$ cat src/rtl/mem_port_arbiter_pkg.sv
// Shared widths, starvation defaults and FSM encoding for the memory port arbiter.
package mem_arb_pkg;

  localparam int AW_DEF           = 5;
  localparam int DW_DEF           = 20;
  localparam int STARVE_LIMIT_DEF = 4;
  localparam int CNT_W            = 4;

  typedef enum logic [0:0] {
    PRIO_P  = 1'b0,
    FORCE_L = 1'b1
  } arb_state_e;

endpackage

$ cat src/rtl/mem_port_arbiter_starve_counter.sv
// Counts consecutive cycles the loader is denied; flags the denial that reaches the limit.
module arb_starve_counter
  import mem_arb_pkg::*;
(
  input  logic             clk,
  input  logic             reset,
  input  logic             req,
  input  logic             gnt,
  input  logic [CNT_W-1:0] limit,
  output logic             hit
);

  logic [CNT_W-1:0] cnt_r;
  logic             denied_s;

  assign denied_s = req & ~gnt;
  assign hit      = denied_s & (cnt_r == (limit - 4'd1));

  // Denial run length; saturates so a stuck requester cannot wrap it back to zero.
  always_ff @(posedge clk) begin
    if (reset) begin
      cnt_r <= 4'd0;
    end else if (denied_s) begin
      if (cnt_r != 4'hF) begin
        cnt_r <= cnt_r + 4'd1;
      end else begin
        cnt_r <= cnt_r;
      end
    end else begin
      cnt_r <= 4'd0;
    end
  end

endmodule

$ cat src/rtl/mem_port_arbiter.sv
// Two-requester arbiter for a single-ported memory: pipeline has priority, loader gets a forced slot after starving.
module mem_port_arbiter
  import mem_arb_pkg::*;
#(
  parameter int AW           = AW_DEF,
  parameter int DW           = DW_DEF,
  parameter int STARVE_LIMIT = STARVE_LIMIT_DEF
) (
  input  logic          clk,
  input  logic          reset,
  input  logic          p_req,
  input  logic          p_we,
  input  logic [AW-1:0] p_addr,
  input  logic [DW-1:0] p_wdata,
  output logic          p_gnt,
  output logic          p_stall,
  output logic          p_done,
  output logic [DW-1:0] p_rdata,
  input  logic          l_req,
  input  logic          l_we,
  input  logic [AW-1:0] l_addr,
  input  logic [DW-1:0] l_wdata,
  output logic          l_gnt,
  output logic          l_done,
  output logic [DW-1:0] l_rdata,
  output logic [AW-1:0] mem_addr,
  output logic [DW-1:0] mem_data,
  output logic          mem_wr_en,
  input  logic [DW-1:0] mem_q
);

  localparam logic [CNT_W-1:0] LIMIT = CNT_W'(STARVE_LIMIT);

  arb_state_e state_r;
  arb_state_e state_s;
  logic       starve_hit_s;

  arb_starve_counter u_starve (
    .clk   (clk),
    .reset (reset),
    .req   (l_req),
    .gnt   (l_gnt),
    .limit (LIMIT),
    .hit   (starve_hit_s)
  );

  // Grants are held off during reset so no write can reach the memory.
  always_comb begin
    p_gnt = 1'b0;
    l_gnt = 1'b0;
    if (reset) begin
      p_gnt = 1'b0;
      l_gnt = 1'b0;
    end else if (state_r == FORCE_L) begin
      l_gnt = l_req;
      p_gnt = p_req & ~l_req;
    end else begin
      p_gnt = p_req;
      l_gnt = l_req & ~p_req;
    end
  end

  assign p_stall = p_req & ~p_gnt;

  // Memory port mux: idle port presents address 0 with writes disabled.
  always_comb begin
    mem_addr  = {AW{1'b0}};
    mem_data  = {DW{1'b0}};
    mem_wr_en = 1'b0;
    if (p_gnt) begin
      mem_addr  = p_addr;
      mem_data  = p_wdata;
      mem_wr_en = p_we;
    end else if (l_gnt) begin
      mem_addr  = l_addr;
      mem_data  = l_wdata;
      mem_wr_en = l_we;
    end else begin
      mem_wr_en = 1'b0;
    end
  end

  // Next state: the forced loader slot lasts exactly one cycle.
  always_comb begin
    state_s = state_r;
    case (state_r)
      PRIO_P:  state_s = starve_hit_s ? FORCE_L : PRIO_P;
      FORCE_L: state_s = PRIO_P;
      default: state_s = PRIO_P;
    endcase
  end

  // State register.
  always_ff @(posedge clk) begin
    if (reset) begin
      state_r <= PRIO_P;
    end else begin
      state_r <= state_s;
    end
  end

  // Completion pulses and read capture; writes leave the read data untouched.
  always_ff @(posedge clk) begin
    if (reset) begin
      p_done  <= 1'b0;
      l_done  <= 1'b0;
      p_rdata <= {DW{1'b0}};
      l_rdata <= {DW{1'b0}};
    end else begin
      p_done <= p_gnt;
      l_done <= l_gnt;
      if (p_gnt && !p_we) begin
        p_rdata <= mem_q;
      end else begin
        p_rdata <= p_rdata;
      end
      if (l_gnt && !l_we) begin
        l_rdata <= mem_q;
      end else begin
        l_rdata <= l_rdata;
      end
    end
  end

endmodule

$ cat config.mk
export PLATFORM = sky130hd
export DESIGN_NAME = mem_port_arbiter
export DESIGN_NICKNAME = d
export VERILOG_FILES = /design/src/rtl/mem_port_arbiter_pkg.sv /design/src/rtl/mem_port_arbiter_starve_counter.sv /design/src/rtl/mem_port_arbiter.sv
export SDC_FILE = /design/constraint.sdc
export NUM_CORES = 1
export LEC_CHECK = 0
export BUFFER_PORTS_ARGS = -buffer_cell sky130_fd_sc_hd__buf_2
export CAP_MARGIN = 10
export CORE_UTILIZATION = 46
export CTS_CLUSTER_SIZE = 14
export DETAILED_ROUTE_END_ITERATION = 10
export GPL_TIMING_DRIVEN = 0
export PLACE_DENSITY = 0.86
export SYNTH_ARGS = -nofsm -noshare
export SYNTH_HDL_FRONTEND = slang
export SYNTH_SLANG_ARGS = --single-unit
export TNS_END_PERCENT = 30
$ cat constraint.sdc
create_clock -name clk -period 2.9 [get_ports clk]
set_input_delay 0 -clock clk [delete_from_list [all_inputs] [get_ports clk]]
set_output_delay 0 -clock clk [all_outputs]
set_load 0.05 [all_outputs]
# ---- Word level (Yosys, flattened, before mapping)
# Cells that the tools add are included.
dict set report totals {
  input_bits 76
  ff_bits 47
  wordCells 37
}
dict set report op_classes {
  muxes 12
  n_bitwise 11
  addsub 1
  n_reduce_logical 5
  eq_ne 2
}
# op n
set ops {}
lappend ops {{$mux W20} 2}
lappend ops {{$mux W5} 2}
lappend ops {{$mux W1} 7}
lappend ops {{$not A1 Y1} 6}
lappend ops {{$and A1 B1 Y1} 5}
lappend ops {{$add A4 B1 Y4 const B} 1}
lappend ops {{$eq A4 B2 Y1 const B} 1}
lappend ops {{$ne A4 B4 Y1 const B} 1}
lappend ops {{$logic_and A1 B1 Y1} 2}
lappend ops {{$logic_not A1 Y1} 2}
lappend ops {{$pmux W1 S2} 1}
lappend ops {{$reduce_or A2 Y1} 1}

# ---- Depth between registers and ports, before layout
# Gate-level depths: netlist (run 1).
dict set report depth {
  ltp_word 9
  ltp_mapped 5
}

# ---- Cells and area by module
# Synthesis (run 1) repeated with hierarchy kept, for this count alone.
dict set report unflattened {
  cells_unflattened 209
  area_unflattened_um2 2423.6
}
# module n_inst cells_per_inst area_each_um2 seq_area_each_um2
set by_module_without_submodules {}
lappend by_module_without_submodules {mem_port_arbiter 1 178 2157.1 860.8}
lappend by_module_without_submodules {arb_starve_counter 1 31 266.5 80.1}

# ---- Least setup slack after synthesis (run 1)
# Ideal clock, no wire load.
dict set report synth_path {
  path_type {flip-flop to output port}
  from {register state_r}
  to {output mem_wr_en}
  arrival_time_ns 1.630
  path_buffers 1
  path_stages_with_launch 5
  t_required_ns 2.900
  setup_slack_ns 1.270
  cell_sequence {dfxtp_1 > and2_1 > nor3_4 > buf_4 > a21oi_1}
}
dict set report synth_between {
  word_cells_on_any_way 6
  classes_between {mux (6)}
}
# item line_no
set synth_lines {}
lappend synth_lines {{from (decl)} mem_port_arbiter.sv:34} ;# arb_state_e state_r;
lappend synth_lines {{from (signal assigned)} mem_port_arbiter.sv:98} ;# state_r <= state_s;
lappend synth_lines {{$mux W1} mem_port_arbiter.sv:54} ;# end else if (state_r == FORCE_L) begin
lappend synth_lines {{$mux W1} mem_port_arbiter.sv:51} ;# if (reset) begin
lappend synth_lines {{net p_gnt} mem_port_arbiter.sv:15} ;# output logic p_gnt,
lappend synth_lines {{$mux W1} mem_port_arbiter.sv:70} ;# if (p_gnt) begin
lappend synth_lines {{to (decl)} mem_port_arbiter.sv:28} ;# output logic mem_wr_en,
# The timed path passes the listed nets, and every way through them passes these cells.

# ---- Final worst setup path (run 1)
dict set report layout_path {
  from {register state_r}
  to {output mem_data[7]}
}
dict set report layout_between {
  elab_chain_cells 4
  word_cells_on_any_way 6
  classes_between {mux (6)}
}
# item line_no
set layout_rtl {}
lappend layout_rtl {{$mux W1} mem_port_arbiter.sv:54}
lappend layout_rtl {{$mux W1} mem_port_arbiter.sv:51}
lappend layout_rtl {{$mux W20} mem_port_arbiter.sv:74} ;# end else if (l_gnt) begin
lappend layout_rtl {{$mux W20 (*)} mem_port_arbiter.sv:70}
lappend layout_rtl {{to (decl)} mem_port_arbiter.sv:27} ;# output logic [DW-1:0] mem_data,
# Every way passes the cells marked *; elsewhere a longest branch is shown, timed or not.

==> impl_metrics.tcl, run 1 <==
set metrics [dict create \
    syn_area_sq_mm 0.00230 \
    cts.sinks 47 \
    numCtsBuffers 5 \
    p_per_area_mw_per_mm2 437 \
    status "complete, no violations" \
    path_buf_inv 2 \
    yosys_most_used_dff "dfxtp_1" \
    vias_per_cell 5.34 \
    yosysMostFrequentCell "dfxtp_1" \
    first_pass_iters 4 \
    multiInputGateArea_sq_mm 0.00122 \
    syn-num-nets 304 \
    drt-initial-drc-count 148 \
    p_seq_share_pct 46.0 \
    worstSkewPairLatency_ns 0.29 \
    path_class "flop to output port" \
    synth_edf_count 0 \
    period_share_pct 65.2 \
    crit_path_start_kind "flop" \
    hold_viol_final 0 \
    dieWidth_um 72.7 \
    crit_chain "and2_1 > nor3_4 > buf_4 > a22o_1 > buf_2" \
    post_drt_wl_per_cell_um 15.5 \
    fin_area_sq_mm 0.00340 \
    synth_area_leaders "dfxtp_1, mux2_4, a22o_1, o311ai_0, nand4_1" \
    pre_cts_ws_ns 1.33 \
    setup_viol 0 \
    cts_tree "built" \
    final_core_utilization_pct 71.4 \
    grt_max_degree 15 \
    yosysSeqAreaShare_pct 41.0 \
    initial_core_util_pct 48.3 \
    cp.arrival_ns 1.89 \
    worstSetupEndpointType "output port" \
    ys_ff_latch 47 \
    seq_area_sq_um 941 \
    yosysWarnings 0 \
    coreArea_sq_mm 0.00475 \
    layout.nets 477 \
    grt_overflow 0 \
    peakVddDrop_mv 0.231 \
    num_antenna_cells 0 \
    dp_cells 440 \
    finalWeightedCongestion 0.809 \
    cpPeakStageDelay_ns 0.34 \
    cts_resized 0 \
    rsz0062_at_grt "false" \
    fp.dieH_um 72.7 \
    fmax_ghz 0.529 \
    via_count 2499 \
    crit_family "simple AND/OR/NAND/NOR gates" \
    p_clk_share_pct 25.5 \
    syn_area_per_cell_sq_um 10.1 \
    drc 0 \
    ios 147 \
    synth-async-reset-ratio_pct 0 \
    netlist_instances 227 \
    root_buffer "clkbuf_8" \
    period_needed_ns 1.89 \
    track_usage_pct 26.3 \
    crit_path_max_fanout 10 \
    placed_area_sq_mm 0.00311 \
    max_slew.worst_pin.slew_ns 0.460 \
    cts_setup_buffers 0 \
    grt_pass1_vias 2265 \
    fillers 378 \
    ant_nets 0 \
    htreeDepth 2 \
    slowest_stage "dfxtp_1" \
    p_sw_share_pct 33.9 \
    worstPathRequired_ns 2.90 \
    dp_hpwl_um 5350 \
    antenna_found_initial 0 \
    routed_wl_um 7260 \
    drv_cap 0 \
    netlist.area_leader.share_pct 41.0 \
    finClkSkew_ns 0.00527 \
    clockBufferDepth 2 \
    area_growth_pct 47.9 \
    tns_ns 0 \
    hp-class "primary input to flop" \
    fin_cells 468 \
    drv_slew 0 \
    combPwrFrac_pct 28.5 \
    drive_gt1_share_pct 46.6 \
    synth_area_leader_cell "dfxtp_1" \
    clkTransAtPathRegs_ns 0.09 \
    synth_common_cells "dfxtp_1, a22o_1, nand2_1" \
    leakage_nw 1.76 \
    timing.slew.headroom_pct 68.9 \
    grt_pass1_wl_um 10600 \
    setup_slack_ns 1.01 \
    p_sw_uw 503 \
    num_rows 25 \
    ys_types 31 \
    die_area_sq_mm 0.00528 \
    port-buffer-count 146 \
    p_int_uw 981 \
]
repair_timing:
item                                    CTS  global route
endpoints found under the setup margin    0             0
hold buffers                             20             0
endpoints found under the hold margin    40             0
worst paths after layout:
check / startpoint / to / slack, ns / cells after the start
max reg2reg: state_r / p_rdata[16] / 1.40 / 4
min reg2reg: p_rdata[5] / p_rdata[5] / 0.48 / 2
max: state_r / mem_data[7] / 1.01 / 5
min: p_we / p_rdata[0] / 0.03 / 4
flip-flops by register name, summed over array words and instances (netlist names):
signal / count
p_done: 1
state_r: 1
l_rdata: 20
u_starve.cnt_r: 4
p_rdata: 20
l_done: 1
area by class of cell:
cell class	count	share of cell area, %
buffer	23	3.79
clock buffer	6	2.14
clock inverter	2	0.368
inverter	3	0.331
multi-input combinational	154	35.8
sequential	47	27.7
tap	67	2.47
timing repair buffer	166	27.4
through the flow:
stage | hold WS, ns | power [mW]
2_1_floorplan | 0.137 | 0.970
3_3_place_gp | 0.242 | 1.09
3_5_place_dp | 0.247 | 1.10
4_1_cts | 0.0257 | 1.49
5_1_grt | 0.0418 | 1.54
6_report | 0.0300 | 1.48
worst reg2reg max path, delay by kind of cell, from the launching register on:
kind | cells | cell delay (ns)
AOI/OAI and AO/OA | 1 | 0.46
DFF | 1 | 0.34
buffers and inverters | 1 | 0.23
and+or+nand+nor | 2 | 0.34
power groups by stage:
stage / sequential (mW) / combinational (mW) / clock, mW
after global placement: 0.697 / 0.394 / 0
final: 0.683 / 0.422 / 0.379
after floorplan: 0.784 / 0.186 / 0
after detailed placement: 0.697 / 0.398 / 0
after global routing: 0.686 / 0.443 / 0.407
after CTS: 0.682 / 0.420 / 0.383
layer usage:
| layer | wire [um] | vias up | part of all wire [%] | track usage, % |
|---|---|---|---|---|
| li1 | - | 1202 | - | - |
| met1 | 2840 | 1158 | 39 | 29.3 |
| met2 | 3850 | 130 | 53 | 49.6 |
| met3 | 497 | 9 | 6.8 | 5.66 |
| met4 | 72 | 0 | 0.99 | 7.63 |
| met5 | 0 | - | 0 | 0 |
logic make-up after synthesis:
logic type / synth area share (%)
AND/OR/NAND/NOR: 20.2
AO/OA/AOI/OAI: 18.4
flip-flops: 41.0
buffers and inverters: 6.10
multiplexers: 13.5
XOR/XNOR: 0.381
adder cells (fa/ha/maj): 0.545
cell usage in the layout (no fill, tap or decap), types with 4 or more instances in the layout:
master | synthesis | final
nor2b_1 | 19 | 19
buf_2 | 4 | 150
nor2_1 | 6 | 6
nand2_1 | 22 | 22
dfxtp_1 | 47 | 47
o311ai_0 | 20 | 20
nand4_1 | 20 | 20
dlygate4sd3_1 | 0 | 20
clkbuf_8 | 0 | 5
buf_6 | 4 | 4
a22o_1 | 25 | 25
mux2_4 | 20 | 20
clkbuf_1 | 13 | 14
Power figures use the tool's default switching activity.
==> inputs of run 2 (changes only) <==
--- a/config.mk
+++ b/config.mk
@@ -7,11 +7,11 @@
 export LEC_CHECK = 0
 export BUFFER_PORTS_ARGS = -buffer_cell sky130_fd_sc_hd__buf_2
 export CAP_MARGIN = 10
-export CORE_UTILIZATION = 46
+export CORE_UTILIZATION = 42
 export CTS_CLUSTER_SIZE = 14
 export DETAILED_ROUTE_END_ITERATION = 10
 export GPL_TIMING_DRIVEN = 0
-export PLACE_DENSITY = 0.86
+export PLACE_DENSITY = 0.79
 export SYNTH_ARGS = -nofsm -noshare
 export SYNTH_HDL_FRONTEND = slang
 export SYNTH_SLANG_ARGS = --single-unit
==> constraint.sdc (replaced) <==
create_clock -name clk -period 1.95 [get_ports clk]
set_input_delay 0 -clock clk [delete_from_list [all_inputs] [get_ports clk]]
set_output_delay 0 -clock clk [all_outputs]
set_load 0.05 [all_outputs]
==> run 2 against run 1 <==
Against the previous run:
- routed wire length down 0.58%
- critical path depth unchanged
- non-clock buffer count grew 1
- clock power is 120% higher
- final cell count increased by 0.85%
- combinational power increased by 49%
- hold slack worse by 0.0067 ns
- global-route usage is 1.1 points lower
- clock-buffer cell count unchanged
- critical path type unchanged
- largest cell class unchanged
- largest power group unchanged
==> impl_metrics.tcl, run 2 (same netlist as run 1, synthesis figures left out) <==
set metrics [dict create \
    cp.arrival_ns 1.78 \
    crit_path_max_fanout 10 \
    via_count 2463 \
    grt_max_degree 15 \
    worstPathRequired_ns 1.95 \
    finalWeightedCongestion 0.781 \
    tns_ns 0 \
    finClkSkew_ns 0.00898 \
    initial_core_util_pct 44.4 \
    num_rows 26 \
    antenna_found_initial 0 \
    drv_slew 0 \
    peakVddDrop_mv 0.472 \
    dp_hpwl_um 5200 \
    period_needed_ns 1.78 \
    p_total_mw 2.47 \
    clockBufferDepth 2 \
    routed_wl_um 7220 \
    track_usage_pct 25.1 \
    fp.dieH_um 76.0 \
    period_share_pct 91.4 \
    num_antenna_cells 0 \
    layout_common_cells "buf_2, dfxtp_1, a22o_1" \
    vias_per_cell 5.22 \
    ios 147 \
    fin_cells 472 \
    htreeDepth 2 \
    final_core_utilization_pct 66.8 \
    timing.hold.ws_ns 0.0233 \
    root_buffer "clkbuf_8" \
    ant_nets 0 \
    worstSkewPairLatency_ns 0.30 \
    status "complete, no violations" \
    leakage_nw 1.78 \
    grt_pass1_wl_um 11600 \
    p_per_area_mw_per_mm2 714 \
    coreArea_sq_mm 0.00517 \
    fmax_ghz 0.561 \
    grt_pass1_vias 2439 \
    fillers 407 \
    cts.sinks 47 \
    layout.nets 478 \
    timing.slew.headroom_pct 65.1 \
    post_drt_wl_per_cell_um 15.3 \
    worstSetupEndpointType "output port" \
    top_regs "l_rdata: 20 flops, p_rdata: 20 flops, u_starve.cnt_r: 4 flops" \
    cts_resized 0 \
    numCtsBuffers 5 \
    hp-class "primary input to flop" \
    crit_path_start_kind "flop" \
    clkTransAtPathRegs_ns 0.08 \
    dp_cells 443 \
    grt_overflow 0 \
    drt-initial-drc-count 147 \
    dieWidth_um 76.0 \
    setup_viol 0 \
    port-buffer-count 146 \
    rsz0062_at_grt "false" \
    drc 0 \
    final_common_cell "buf_2" \
    area_growth_pct 50.4 \
    drive_gt1_share_pct 46.8 \
    drv_cap 0 \
    cts_tree "built" \
    max_slew.worst_pin.slew_ns 0.524 \
    hold_viol_final 0 \
    path_class "flop to output port" \
    first_pass_iters 4 \
    die_area_sq_mm 0.00577 \
]
==> run 2: cell count changes in the layout (fill, tap and decap cells not counted) <==
| cell | before | now |
|---|---|---|
| bufinv_16 | 0 | 2 |
| buf_4 | 2 | 3 |
| clkinv_2 | 1 | 0 |
| clkinvlp_4 | 1 | 0 |
==> run 2: cell type report <==
cell class / count / area, sq um / share of cell area, %
buffer: 23 / 129 / 3.73
clock buffer: 6 / 72.6 / 2.10
clock inverter: 2 / 60.1 / 1.74
inverter: 3 / 11.3 / 0.326
multi-input combinational: 154 / 1220 / 35.2
sequential: 47 / 941 / 27.2
tap: 70 / 87.6 / 2.53
timing repair buffer: 167 / 938 / 27.2
==> run 2: metal layers <==
layer	GRT usage, %	wire [um]
met5	0	0
met4	8.85	176
met3	4.70	475
met2	47.3	3680
met1	28.0	2890
==> run 2: report_power, final <==
| group | total [mW] | internal, mW | switching, mW |
|---|---|---|---|
| Sequential | 1.02 | 0.997 | 0.0179 |
| Clock | 0.826 | 0.512 | 0.314 |
| Combinational | 0.628 | 0.212 | 0.415 |
| Total | 2.47 | 1.72 | 0.747 |
==> run 2: critical path: stages, from the launching register on <==
cell and delay (ns):
dfxtp_1 0.33, and2_1 0.23, nor3_4 0.30, buf_4 0.22, a22o_1 0.16, buf_2 0.26
==> run 2: worst paths after layout <==
kind               start     endpoint  slack [ns]  cells past startpoint
min reg2reg  p_rdata[15]  p_rdata[15]        0.49                      2
max reg2reg      state_r   l_rdata[3]        0.58                      4
max              state_r  mem_data[9]        0.17                      5
min                 p_we   p_rdata[0]        0.02                      4
==> run 2: repair_timing <==
item | CTS | global route
buffers inserted | 0 | 1
setup endpoints to repair | 0 | 16
hold endpoints to repair | 40 | 0
hold buffers | 20 | 0
==> run 2: per-stage QoR <==
stage / worst slack, ns / cell area, sq um
finish: 0.167 / 3460
global placement: 0.431 / 3120
floorplan: 0.320 / 2300
detailed placement: 0.411 / 3120
global route: 0.0455 / 3460
CTS: 0.0746 / 3450
